$ cat src/rtl/map_cell_loader.sv
`default_nettype none
// ============================================================================
// Module   : map_cell_loader
// Purpose  : Parses host-link packets (SYNC, CMD, X, Y, DATA) into cell-write,
//            commit and clear-all commands for the frame-buffer map stage.
//            Every map write is a SETUP / STROBE / HOLD sequence, so the
//            coordinates and data are stable around the toggle pulse.
// Options  : MAP_LOADER_CHECKSUM_EN adds a CSUM byte (CMD^X^Y^DATA) after DATA.
// Revision : 1.0 - initial release
// ============================================================================
module map_cell_loader #(
   parameter int unsigned GRID_W      = 14,
   parameter int unsigned GRID_H      = 8,
   parameter logic [7:0]  SYNC_BYTE   = 8'hA5,
   parameter int unsigned TIMEOUT_CYC = 1000000
) (
   input  logic       clk,
   input  logic       rst_n,
   input  logic [7:0] byte_in,
   input  logic       byte_valid,
   output logic       byte_ready,
   output logic [7:0] x,
   output logic [7:0] y,
   output logic [7:0] dataOut,
   output logic       toggle,
   output logic       switchBuffer,
   output logic       commit,
   output logic [7:0] err_cnt
);

   localparam int unsigned TW       = $clog2(TIMEOUT_CYC + 1);
   localparam logic [TW-1:0] TMO_LAST = TW'(TIMEOUT_CYC - 1);
   localparam logic [7:0] X_LAST    = 8'(GRID_W - 1);
   localparam logic [7:0] Y_LAST    = 8'(GRID_H - 1);
   localparam logic [7:0] CMD_WRITE  = 8'h01;
   localparam logic [7:0] CMD_COMMIT = 8'h02;
   localparam logic [7:0] CMD_CLEAR  = 8'h03;

   typedef enum logic [3:0] {
      S_IDLE,
      S_GET_CMD,
      S_GET_X,
      S_GET_Y,
      S_GET_DATA,
`ifdef MAP_LOADER_CHECKSUM_EN
      S_GET_CSUM,
`endif
      S_SETUP,
      S_STROBE,
      S_HOLD,
      S_CLEAR
   } state_t;

   state_t          state_q, state_d;
   logic [7:0]      cmd_q, cmd_d;
   logic [7:0]      sx_q, sx_d;
   logic [7:0]      sy_q, sy_d;
   logic [TW-1:0]   tmo_q, tmo_d;
   logic [7:0]      x_q, x_d;
   logic [7:0]      y_q, y_d;
   logic [7:0]      data_q, data_d;
   logic            toggle_q, toggle_d;
   logic            sb_q, sb_d;
   logic            commit_q, commit_d;
   logic [7:0]      err_q, err_d;
   logic            clr_q, clr_d;

   logic            w_in_get;
   logic            w_xfer;
   logic            w_validate;
   logic            w_pkt_ok;
   logic [7:0]      w_fin_data;
   logic [7:0]      w_err_inc;

   // The validating byte (DATA, or CSUM when enabled) is checked on the very
   // edge it is accepted so that the strobe lands two cycles after it.
`ifdef MAP_LOADER_CHECKSUM_EN
   logic [7:0]      sd_q, sd_d;
   logic            w_csum_ok;
   assign w_fin_data = sd_q;
   assign w_csum_ok  = (byte_in == (cmd_q ^ sx_q ^ sy_q ^ sd_q));
   assign w_validate = w_xfer && (state_q == S_GET_CSUM);
   assign w_in_get   = (state_q == S_GET_CMD) || (state_q == S_GET_X) ||
                       (state_q == S_GET_Y)   || (state_q == S_GET_DATA) ||
                       (state_q == S_GET_CSUM);
`else
   assign w_fin_data = byte_in;
   assign w_validate = w_xfer && (state_q == S_GET_DATA);
   assign w_in_get   = (state_q == S_GET_CMD) || (state_q == S_GET_X) ||
                       (state_q == S_GET_Y)   || (state_q == S_GET_DATA);
`endif

   assign byte_ready = (state_q == S_IDLE) || w_in_get;
   assign w_xfer     = byte_valid && byte_ready;
   assign w_err_inc  = (err_q == 8'hFF) ? err_q : err_q + 8'd1;

   always_comb begin
      w_pkt_ok = (cmd_q == CMD_WRITE) || (cmd_q == CMD_COMMIT) || (cmd_q == CMD_CLEAR);
      if (cmd_q == CMD_WRITE && ((32'(sx_q) >= GRID_W) || (32'(sy_q) >= GRID_H)))
         w_pkt_ok = 1'b0;
`ifdef MAP_LOADER_CHECKSUM_EN
      if (!w_csum_ok)
         w_pkt_ok = 1'b0;
`endif
   end

   // Next-state logic: packet parsing, validation, timeout and write sequencing
   always_comb begin
      state_d  = state_q;
      cmd_d    = cmd_q;
      sx_d     = sx_q;
      sy_d     = sy_q;
      tmo_d    = tmo_q;
      x_d      = x_q;
      y_d      = y_q;
      data_d   = data_q;
      toggle_d = 1'b0;
      sb_d     = sb_q;
      commit_d = 1'b0;
      err_d    = err_q;
      clr_d    = clr_q;
`ifdef MAP_LOADER_CHECKSUM_EN
      sd_d     = sd_q;
`endif

      case (state_q)
         S_IDLE: begin
            tmo_d = '0;
            if (w_xfer && byte_in == SYNC_BYTE) state_d = S_GET_CMD;
         end
         S_GET_CMD: if (w_xfer) begin cmd_d = byte_in; state_d = S_GET_X; end
         S_GET_X:   if (w_xfer) begin sx_d  = byte_in; state_d = S_GET_Y; end
         S_GET_Y:   if (w_xfer) begin sy_d  = byte_in; state_d = S_GET_DATA; end
         S_GET_DATA: begin
`ifdef MAP_LOADER_CHECKSUM_EN
            if (w_xfer) begin sd_d = byte_in; state_d = S_GET_CSUM; end
`endif
         end
`ifdef MAP_LOADER_CHECKSUM_EN
         S_GET_CSUM: begin end
`endif
         S_SETUP, S_CLEAR: begin
            toggle_d = 1'b1;
            state_d  = S_STROBE;
         end
         S_STROBE: state_d = S_HOLD;
         S_HOLD: begin
            if (clr_q && !(x_q == X_LAST && y_q == Y_LAST)) begin
               // Next cell of a clear: x runs fastest, write enable stays up
               if (x_q == X_LAST) begin
                  x_d = 8'd0;
                  y_d = y_q + 8'd1;
               end else begin
                  x_d = x_q + 8'd1;
               end
               state_d = S_CLEAR;
            end else begin
               sb_d    = 1'b0;
               clr_d   = 1'b0;
               state_d = S_IDLE;
            end
         end
         default: state_d = S_IDLE;
      endcase

      // Idle-gap watchdog while a packet is partially received
      if (w_in_get) begin
         if (w_xfer) begin
            tmo_d = '0;
         end else if (tmo_q == TMO_LAST) begin
            tmo_d   = '0;
            err_d   = w_err_inc;
            state_d = S_IDLE;
         end else begin
            tmo_d = tmo_q + 1'b1;
         end
      end

      if (w_validate) begin
         if (!w_pkt_ok) begin
            err_d   = w_err_inc;
            state_d = S_IDLE;
         end else if (cmd_q == CMD_WRITE) begin
            x_d     = sx_q;
            y_d     = sy_q;
            data_d  = w_fin_data;
            sb_d    = 1'b1;
            state_d = S_SETUP;
         end else if (cmd_q == CMD_COMMIT) begin
            commit_d = 1'b1;
            state_d  = S_IDLE;
         end else begin
            x_d     = 8'd0;
            y_d     = 8'd0;
            data_d  = 8'd0;
            sb_d    = 1'b1;
            clr_d   = 1'b1;
            state_d = S_CLEAR;
         end
      end
   end

   // State and registered outputs; reset abandons any clear in progress
   always_ff @(posedge clk) begin
      if (!rst_n) begin
         state_q  <= S_IDLE;
         cmd_q    <= 8'd0;
         sx_q     <= 8'd0;
         sy_q     <= 8'd0;
         tmo_q    <= '0;
         x_q      <= 8'd0;
         y_q      <= 8'd0;
         data_q   <= 8'd0;
         toggle_q <= 1'b0;
         sb_q     <= 1'b0;
         commit_q <= 1'b0;
         err_q    <= 8'd0;
         clr_q    <= 1'b0;
`ifdef MAP_LOADER_CHECKSUM_EN
         sd_q     <= 8'd0;
`endif
      end else begin
         state_q  <= state_d;
         cmd_q    <= cmd_d;
         sx_q     <= sx_d;
         sy_q     <= sy_d;
         tmo_q    <= tmo_d;
         x_q      <= x_d;
         y_q      <= y_d;
         data_q   <= data_d;
         toggle_q <= toggle_d;
         sb_q     <= sb_d;
         commit_q <= commit_d;
         err_q    <= err_d;
         clr_q    <= clr_d;
`ifdef MAP_LOADER_CHECKSUM_EN
         sd_q     <= sd_d;
`endif
      end
   end

   assign x            = x_q;
   assign y            = y_q;
   assign dataOut      = data_q;
   assign toggle       = toggle_q;
   assign switchBuffer = sb_q;
   assign commit       = commit_q;
   assign err_cnt      = err_q;

endmodule
`default_nettype wire

$ cat config.mk
export PLATFORM = sky130hd
export DESIGN_NAME = map_cell_loader
export DESIGN_NICKNAME = d
export VERILOG_FILES = /design/src/rtl/map_cell_loader.sv
export SDC_FILE = /design/constraint.sdc
export NUM_CORES = 1
export LEC_CHECK = 0
export CELL_PAD_IN_SITES_DETAIL_PLACEMENT = 2
export CELL_PAD_IN_SITES_GLOBAL_PLACEMENT = 2
export CORE_ASPECT_RATIO = 1.5
export CORE_UTILIZATION = 27
export DETAILED_ROUTE_END_ITERATION = 8
export GPL_ROUTABILITY_DRIVEN = 0
export PLACE_DENSITY_LB_ADDON = 0.08
export SKIP_CTS_REPAIR_TIMING = 1
export SLEW_MARGIN = 20
export SYNTH_ARGS = -nofsm -noshare
export SYNTH_HDL_FRONTEND = slang
export SYNTH_SLANG_ARGS = --single-unit
$ cat constraint.sdc
create_clock -name clk -period 3.5 [get_ports clk]
set_clock_uncertainty 0.15 [all_clocks]
set_input_delay 0.7 -clock clk [delete_from_list [all_inputs] [get_ports clk]]
set_output_delay 0.7 -clock clk [all_outputs]
set_load 0.05 [all_outputs]
==> results.sh, run 1 <==
export IMPL_grt_use_total_pct=16.5
export IMPL_syn_area_per_cell_sq_um=9.19
export IMPL_slowest_delay_ps=840
export IMPL_rsz0062_at_grt="no"
export IMPL_reg2regPathDepth=5
export IMPL_start_kind="flip-flop"
export IMPL_ant_nets=0
export IMPL_initial_core_util_pct=27.5
export IMPL_dp_cells=661
export IMPL_synthXorXnorAreaFrac_pct=7.01
export IMPL_synth_flop_cell="dfxtp_1"
export IMPL_avgViaCountPerCell=5.00
export IMPL_die_y_um=151
export IMPL_clock_sinks=84
export IMPL_fp_dieArea_sq_mm=0.0153
export IMPL_worst_path_buf_inv=2
export IMPL_vias=3384
export IMPL_slew_headroom_pct=38.8
export IMPL_outcome="finished, final reports clean"
export IMPL_worstPathMaxFanout=12
export IMPL_tns_ps=0
export IMPL_synth_adder_area_share_pct=1.57
export IMPL_p_switching_w=0.000474
export IMPL_drive_gt1_share_pct=7.69
export IMPL_cts_htree_levels=3
export IMPL_hold_start="sx_q[0]"
export IMPL_pwr_share_comb_pct=2.2
export IMPL_async_reset_ff_share_pct=0
export IMPL_fin_crit_ps=3240
export IMPL_drc=0
export IMPL_insertion_delay_ps=350
export IMPL_io_buffer_count=46
export IMPL_layout_nets=492
export IMPL_coreArea_sq_mm=0.0145
export IMPL_n_antenna_cell=0
export IMPL_rrSetupSlack_ps=950
export IMPL_instances_no_fill=677
export IMPL_p_leak_nw=1.71
export IMPL_drt_pass1_iterations=4
export IMPL_r2r_start="state_q[1]"
export IMPL_cp_cell_sequence="o21a_1, or2_2, inv_1, clkdlybuf4s50_1"
export IMPL_min_to="x[0]"
export IMPL_worst_slew_pin_slew_ps=910
export IMPL_ir_worst_vdd_v=0.000184
export IMPL_critPathSlowestCell="clkdlybuf4s50_1"
export IMPL_gr_total_overflow=0
export IMPL_period_share_pct=92.5
export IMPL_setup_viol=0
export IMPL_tritoncts="yes"
export IMPL_pwr_share_clk_pct=50.3
export IMPL_slew_violations=0
export IMPL_synth_cells=435
export IMPL_clk_pin_slew_worst_paths_ps=70
export IMPL_wire_per_inst_um=17.0
export IMPL_grt_start_max_net_pins=28
export IMPL_cp_arrival_ps=2390
export IMPL_die_w_um=101
export IMPL_synth_cell_type_count=62
export IMPL_grt_pass1_vias=3684
export IMPL_synth_edf_count=0
export IMPL_hold_depth=1
export IMPL_post_route_util_pct=34.1
export IMPL_syn_nets=451
export IMPL_rr_endpoint="y[1]"
export IMPL_synth_top_family_by_area="simple AND/OR/NAND/NOR gates"
export IMPL_areaGrowthSynthToFinish_pct=23.9
export IMPL_synth_compound_area_share_pct=12.5
export IMPL_ys_seq_area_share_pct=42.1
export IMPL_rows=54
export IMPL_ys_ff_latch=84
export IMPL_cap_violations=0
export IMPL_clk_path_buf_depth=2
export IMPL_grt_pass1_wl_mm=19.2
export IMPL_routed_wirelength_mm=11.5
export IMPL_cts_buffers=9
export IMPL_power_frac_seq_pct=47.5
export IMPL_place_hpwl_mm=8.68
export IMPL_placed_cell_area_sq_mm=0.00465
export IMPL_crit_family="buffers and inverters"
export IMPL_synth_area_sq_mm=0.00400
export IMPL_hold_viol=0
export IMPL_hp_class="reg -> reg"
export IMPL_synth_simple_gate_area_share_pct=25.1
export IMPL_internal_power_w=0.00154
export IMPL_worstSetupEndpointType="output pin"
export IMPL_cp_required_ps=2650
export IMPL_cts_root_buf="clkbuf_16"
export IMPL_ys_warnings_count=0
export IMPL_muxShareOfSynthArea_pct=8.08
export IMPL_grt_antenna_before_repair=0
export IMPL_drtIter0Drc=51
export IMPL_clock_fmax_ghz=0.309
export IMPL_switching_share_pct=23.6
export IMPL_design_area_sq_mm=0.00495
export IMPL_criticalPathCategory="reg -> out"
export IMPL_power_per_cell_area_mw_per_mm2=406
export IMPL_pin_count=47
sequential cells by signal, indices dropped and copies added (netlist names):
signal        flops
tmo_q            20
cmd_q             8
dataOut           8
err_cnt           8
sx_q              8
sy_q              8
x                 8
y                 8
state_q           4
clr_q             1
commit            1
switchBuffer      1
toggle            1
power by group through the flow:
stage | combinational, W | clock [W] | sequential, W
3_5_place_dp | 0.0000460 | 0 | 0.000978
3_3_place_gp | 0.0000454 | 0 | 0.000978
4_1_cts | 0.0000461 | 0.00106 | 0.000955
6_report | 0.0000444 | 0.00101 | 0.000956
5_1_grt | 0.0000492 | 0.00109 | 0.000955
2_1_floorplan | 0.0000187 | 0 | 0.000978
Yosys cell counts (all sizes together), types with 2 or more instances:
| library cell | n | area share, % |
|---|---|---|
| a2111oi | 4 | 1.4 |
| a211oi | 7 | 1.4 |
| a21oi | 8 | 1.1 |
| a22o | 11 | 2.4 |
| a22oi | 2 | 0.38 |
| a31oi | 4 | 1.0 |
| and2 | 3 | 0.47 |
| and3 | 8 | 1.3 |
| and4 | 3 | 0.66 |
| and4b | 2 | 0.50 |
| buf | 10 | 1.4 |
| clkbuf | 12 | 1.1 |
| dfxtp | 84 | 42 |
| ha | 5 | 1.6 |
| inv | 13 | 1.2 |
| mux2 | 2 | 0.56 |
| mux2i | 30 | 7.5 |
| nand2 | 28 | 2.6 |
| nand2b | 6 | 0.94 |
| nand3 | 16 | 2.0 |
| nand3b | 5 | 0.94 |
| nand4 | 13 | 2.0 |
| nand4b | 4 | 1.0 |
| nor2 | 58 | 5.5 |
| nor2b | 5 | 0.78 |
| nor3 | 16 | 2.1 |
| nor4 | 7 | 1.5 |
| nor4b | 2 | 0.81 |
| nor4bb | 2 | 0.50 |
| o21a | 3 | 0.56 |
| o21ai | 9 | 1.2 |
| o21bai | 2 | 0.38 |
| o2bb2ai | 4 | 0.88 |
| or2 | 2 | 0.31 |
| or4 | 2 | 0.47 |
| xnor2 | 18 | 3.9 |
| xor2 | 14 | 3.1 |
cell usage in the layout, fill, tap and decap left out, types with 6 or more instances in the layout:
cell / synthesis / final
dfxtp_1: 84 / 84
nor2_1: 57 / 57
clkdlybuf4s50_1: 0 / 46
mux2i_1: 30 / 30
nand2_1: 28 / 28
xnor2_1: 18 / 18
nand3_1: 16 / 16
nor3_1: 15 / 15
xor2_1: 14 / 14
nand4_1: 13 / 13
inv_1: 12 / 12
a22o_1: 11 / 11
clkbuf_16: 0 / 9
and3_1: 8 / 8
o21ai_0: 8 / 8
a21oi_1: 7 / 7
nor4_1: 6 / 6
nand2b_1: 6 / 6
a211oi_1: 6 / 6
buf_4: 2 / 6
metrics by stage:
| step | setup slack, ps | hold WS (ps) | total power (W) |
|---|---|---|---|
| 3_3_place_gp | 584 | 311 | 0.00102 |
| 4_1_cts | 225 | 334 | 0.00206 |
| 2_1_floorplan | 1110 | 282 | 0.000996 |
| 6_report | 264 | 330 | 0.00201 |
| 5_1_grt | 140 | 354 | 0.00210 |
| 3_5_place_dp | 581 | 317 | 0.00102 |
cells by family (layout without fill, tap and decap cells):
logic type               count (synthesis)  in the layout
AND/OR/NAND/NOR                        185            185
flip-flops                              84             84
AO/OA/AOI/OAI                           62             62
buffers and inverters                   35             81
XOR/XNOR                                32             32
multiplexers                            32             32
adder cells (fa/ha/maj)                  5              5
per-layer routing:
layer	track usage [%]	share of wire (%)	up-vias
met5	0	0	-
met4	5.22	1.4	0
met3	3.00	2.0	11
met2	32.5	57	36
met1	17.1	40	1696
li1	-	-	1641
worst max path at each step:
| stage | startpoint | cells past startpoint | to |
|---|---|---|---|
| after floorplan | x[0] | 6 | y[1] |
| after global placement | byte_valid | 5 | err_cnt[3] |
| after detailed placement | byte_valid | 5 | err_cnt[3] |
| after CTS | state_q[1] | 4 | byte_ready |
| after global routing | state_q[1] | 4 | byte_ready |
| final | state_q[1] | 4 | byte_ready |
cell type report:
| cell class | instances | area (sq um) |
|---|---|---|
| fill | 1618 | 9570 |
| tap | 196 | 245 |
| clock buffer | 9 | 225 |
| inverter | 13 | 48.8 |
| clock inverter | 7 | 80.1 |
| sequential | 84 | 1680 |
| timing repair buffer | 52 | 505 |
| multi-input combinational | 316 | 2170 |
Note: power is estimated with default switching activity, not from simulation.
==> run 2, diff against run 1 <==
==> constraint.sdc (replaced) <==
create_clock -name clk -period 3.68 [get_ports clk]
set_clock_uncertainty 0.15 [all_clocks]
set_input_delay 0.736 -clock clk [delete_from_list [all_inputs] [get_ports clk]]
set_output_delay 0.736 -clock clk [all_outputs]
set_load 0.05 [all_outputs]
==> run 2 against run 1 <==
Worst setup slack better by 150 ps. Power is 7.2% lower. Clock power is 9% lower. First-iteration DRC count is 2.0% lower. Die area stayed put. Via count is 1.4% lower. Highest routed layer unchanged. Utilization hardly changed. Combinational power is 5.4% lower. Non-clock buffer count stayed put.
==> results.sh, run 2 (same netlist as run 1, synthesis figures left out) <==
export IMPL_outcome="finished, final reports clean"
export IMPL_critPathSlowestCell="clkdlybuf4s50_1"
export IMPL_n_antenna_cell=0
export IMPL_crit_family="buffers and inverters"
export IMPL_cp_arrival_ps=2380
export IMPL_p_leak_nw=1.71
export IMPL_cap_violations=0
export IMPL_ir_worst_vdd_v=0.000187
export IMPL_clock_sinks=84
export IMPL_regMostFlops="tmo_q"
export IMPL_worst_path_buf_inv=2
export IMPL_place_hpwl_mm=8.63
export IMPL_rows=54
export IMPL_clock_fmax_ghz=0.306
export IMPL_drc=0
export IMPL_rrSetupSlack_ps=1140
export IMPL_setup_viol=0
export IMPL_initial_core_util_pct=27.5
export IMPL_cp_cell_sequence="o21a_1, or2_2, inv_1, clkdlybuf4s50_1"
export IMPL_worstPathMaxFanout=13
export IMPL_slew_violations=0
export IMPL_dp_cells=661
export IMPL_layout_nets=492
export IMPL_hold_worst_slack_ps=329
export IMPL_die_w_um=101
export IMPL_grt_start_max_net_pins=28
export IMPL_slew_headroom_pct=35.1
export IMPL_start_kind="flip-flop"
export IMPL_wire_per_inst_um=16.7
export IMPL_final_common_cell="dfxtp_1"
export IMPL_die_y_um=151
export IMPL_met2_length_mm=6.46
export IMPL_hold_viol=0
export IMPL_wl_met1_mm=4.50
export IMPL_criticalPathCategory="reg -> out"
export IMPL_hp_class="reg -> reg"
export IMPL_tritoncts="yes"
export IMPL_routed_wirelength_mm=11.3
export IMPL_rsz0062_at_grt="no"
export IMPL_worst_slew_pin_slew_ps=964
export IMPL_areaGrowthSynthToFinish_pct=23.8
export IMPL_cts_buffers=9
export IMPL_power_per_cell_area_mw_per_mm2=377
export IMPL_grt_pass1_vias=3666
export IMPL_power_w=0.00187
export IMPL_drive_gt1_share_pct=7.69
export IMPL_cts_root_buf="clkbuf_16"
export IMPL_insertion_delay_ps=350
export IMPL_ant_nets=0
export IMPL_largest_reg_flops=20
export IMPL_layout_common_cells="dfxtp_1 (84), nor2_1 (57), clkdlybuf4s50_1 (46)"
export IMPL_io_buffer_count=46
export IMPL_instances_no_fill=677
export IMPL_period_share_pct=88.8
export IMPL_drtIter0Drc=50
export IMPL_tns_ps=0
export IMPL_worstSetupEndpointType="output pin"
export IMPL_slowest_delay_ps=840
export IMPL_coreArea_sq_mm=0.0145
export IMPL_clk_pin_slew_worst_paths_ps=70
export IMPL_pin_count=47
export IMPL_fp_dieArea_sq_mm=0.0153
export IMPL_fillers=1589
export IMPL_clk_path_buf_depth=2
export IMPL_grt_use_total_pct=16.0
export IMPL_grt_pass1_wl_mm=18.7
export IMPL_fin_crit_ps=3270
export IMPL_cts_htree_levels=3
export IMPL_drt_pass1_iterations=4
export IMPL_grt_antenna_before_repair=0
export IMPL_top_layer_used="met4"
export IMPL_wl_met3_um=213
export IMPL_cp_required_ps=2790
export IMPL_avgViaCountPerCell=4.93
export IMPL_gr_total_overflow=0
export IMPL_vias=3336
-- run 2: cell types whose count changed in the layout (fill, tap and decap cells not counted) --
| cell | previous run | this run |
|---|---|---|
| inv_8 | 1 | 3 |
| clkinv_2 | 1 | 0 |
| inv_6 | 3 | 1 |
| clkinv_8 | 0 | 1 |
| clkinvlp_4 | 1 | 0 |
| bufinv_16 | 1 | 0 |
| clkinv_4 | 0 | 2 |
-- run 2: path summary, 6_finish.rpt --
check,cells past startpoint,start,to
max,4,state_q[0],byte_ready
min,1,sx_q[0],x[0]
min reg2reg,1,sx_q[0],x[0]
max reg2reg,5,state_q[0],y[1]
-- run 2: through the flow --
step / setup slack [ps] / utilization (%) / cell area (sq um)
floorplan: 1290 / - / 4000
global placement: 723 / 32.0 / 4650
detailed placement: 718 / 32.0 / 4650
CTS: 385 / 34.1 / 4950
global route: 278 / 34.1 / 4950
finish: 413 / 34.1 / 4950
-- run 2: cell type report --
cell class / instances / area [sq um] / share of cell area, %
clock inverter: 7 / 76.3 / 1.54
multi-input combinational: 316 / 2170 / 43.8
timing repair buffer: 52 / 505 / 10.2
sequential: 84 / 1680 / 34.0
clock buffer: 9 / 225 / 4.55
tap: 196 / 245 / 4.96
inverter: 13 / 48.8 / 0.986
-- run 2: routing by layer --
metal | vias up | GRT usage (%)
met5 | - | 0
met4 | 0 | 5.22
met3 | 9 | 2.91
met2 | 32 | 32.0
met1 | 1656 | 16.1
li1 | 1639 | -
-- run 2: where the power goes --
group          total (W)  internal, W  switching, W
sequential      0.000909     0.000908   0.000000346
combinational  0.0000420    0.0000160     0.0000260
clock           0.000917     0.000483      0.000434
total            0.00187      0.00141      0.000460
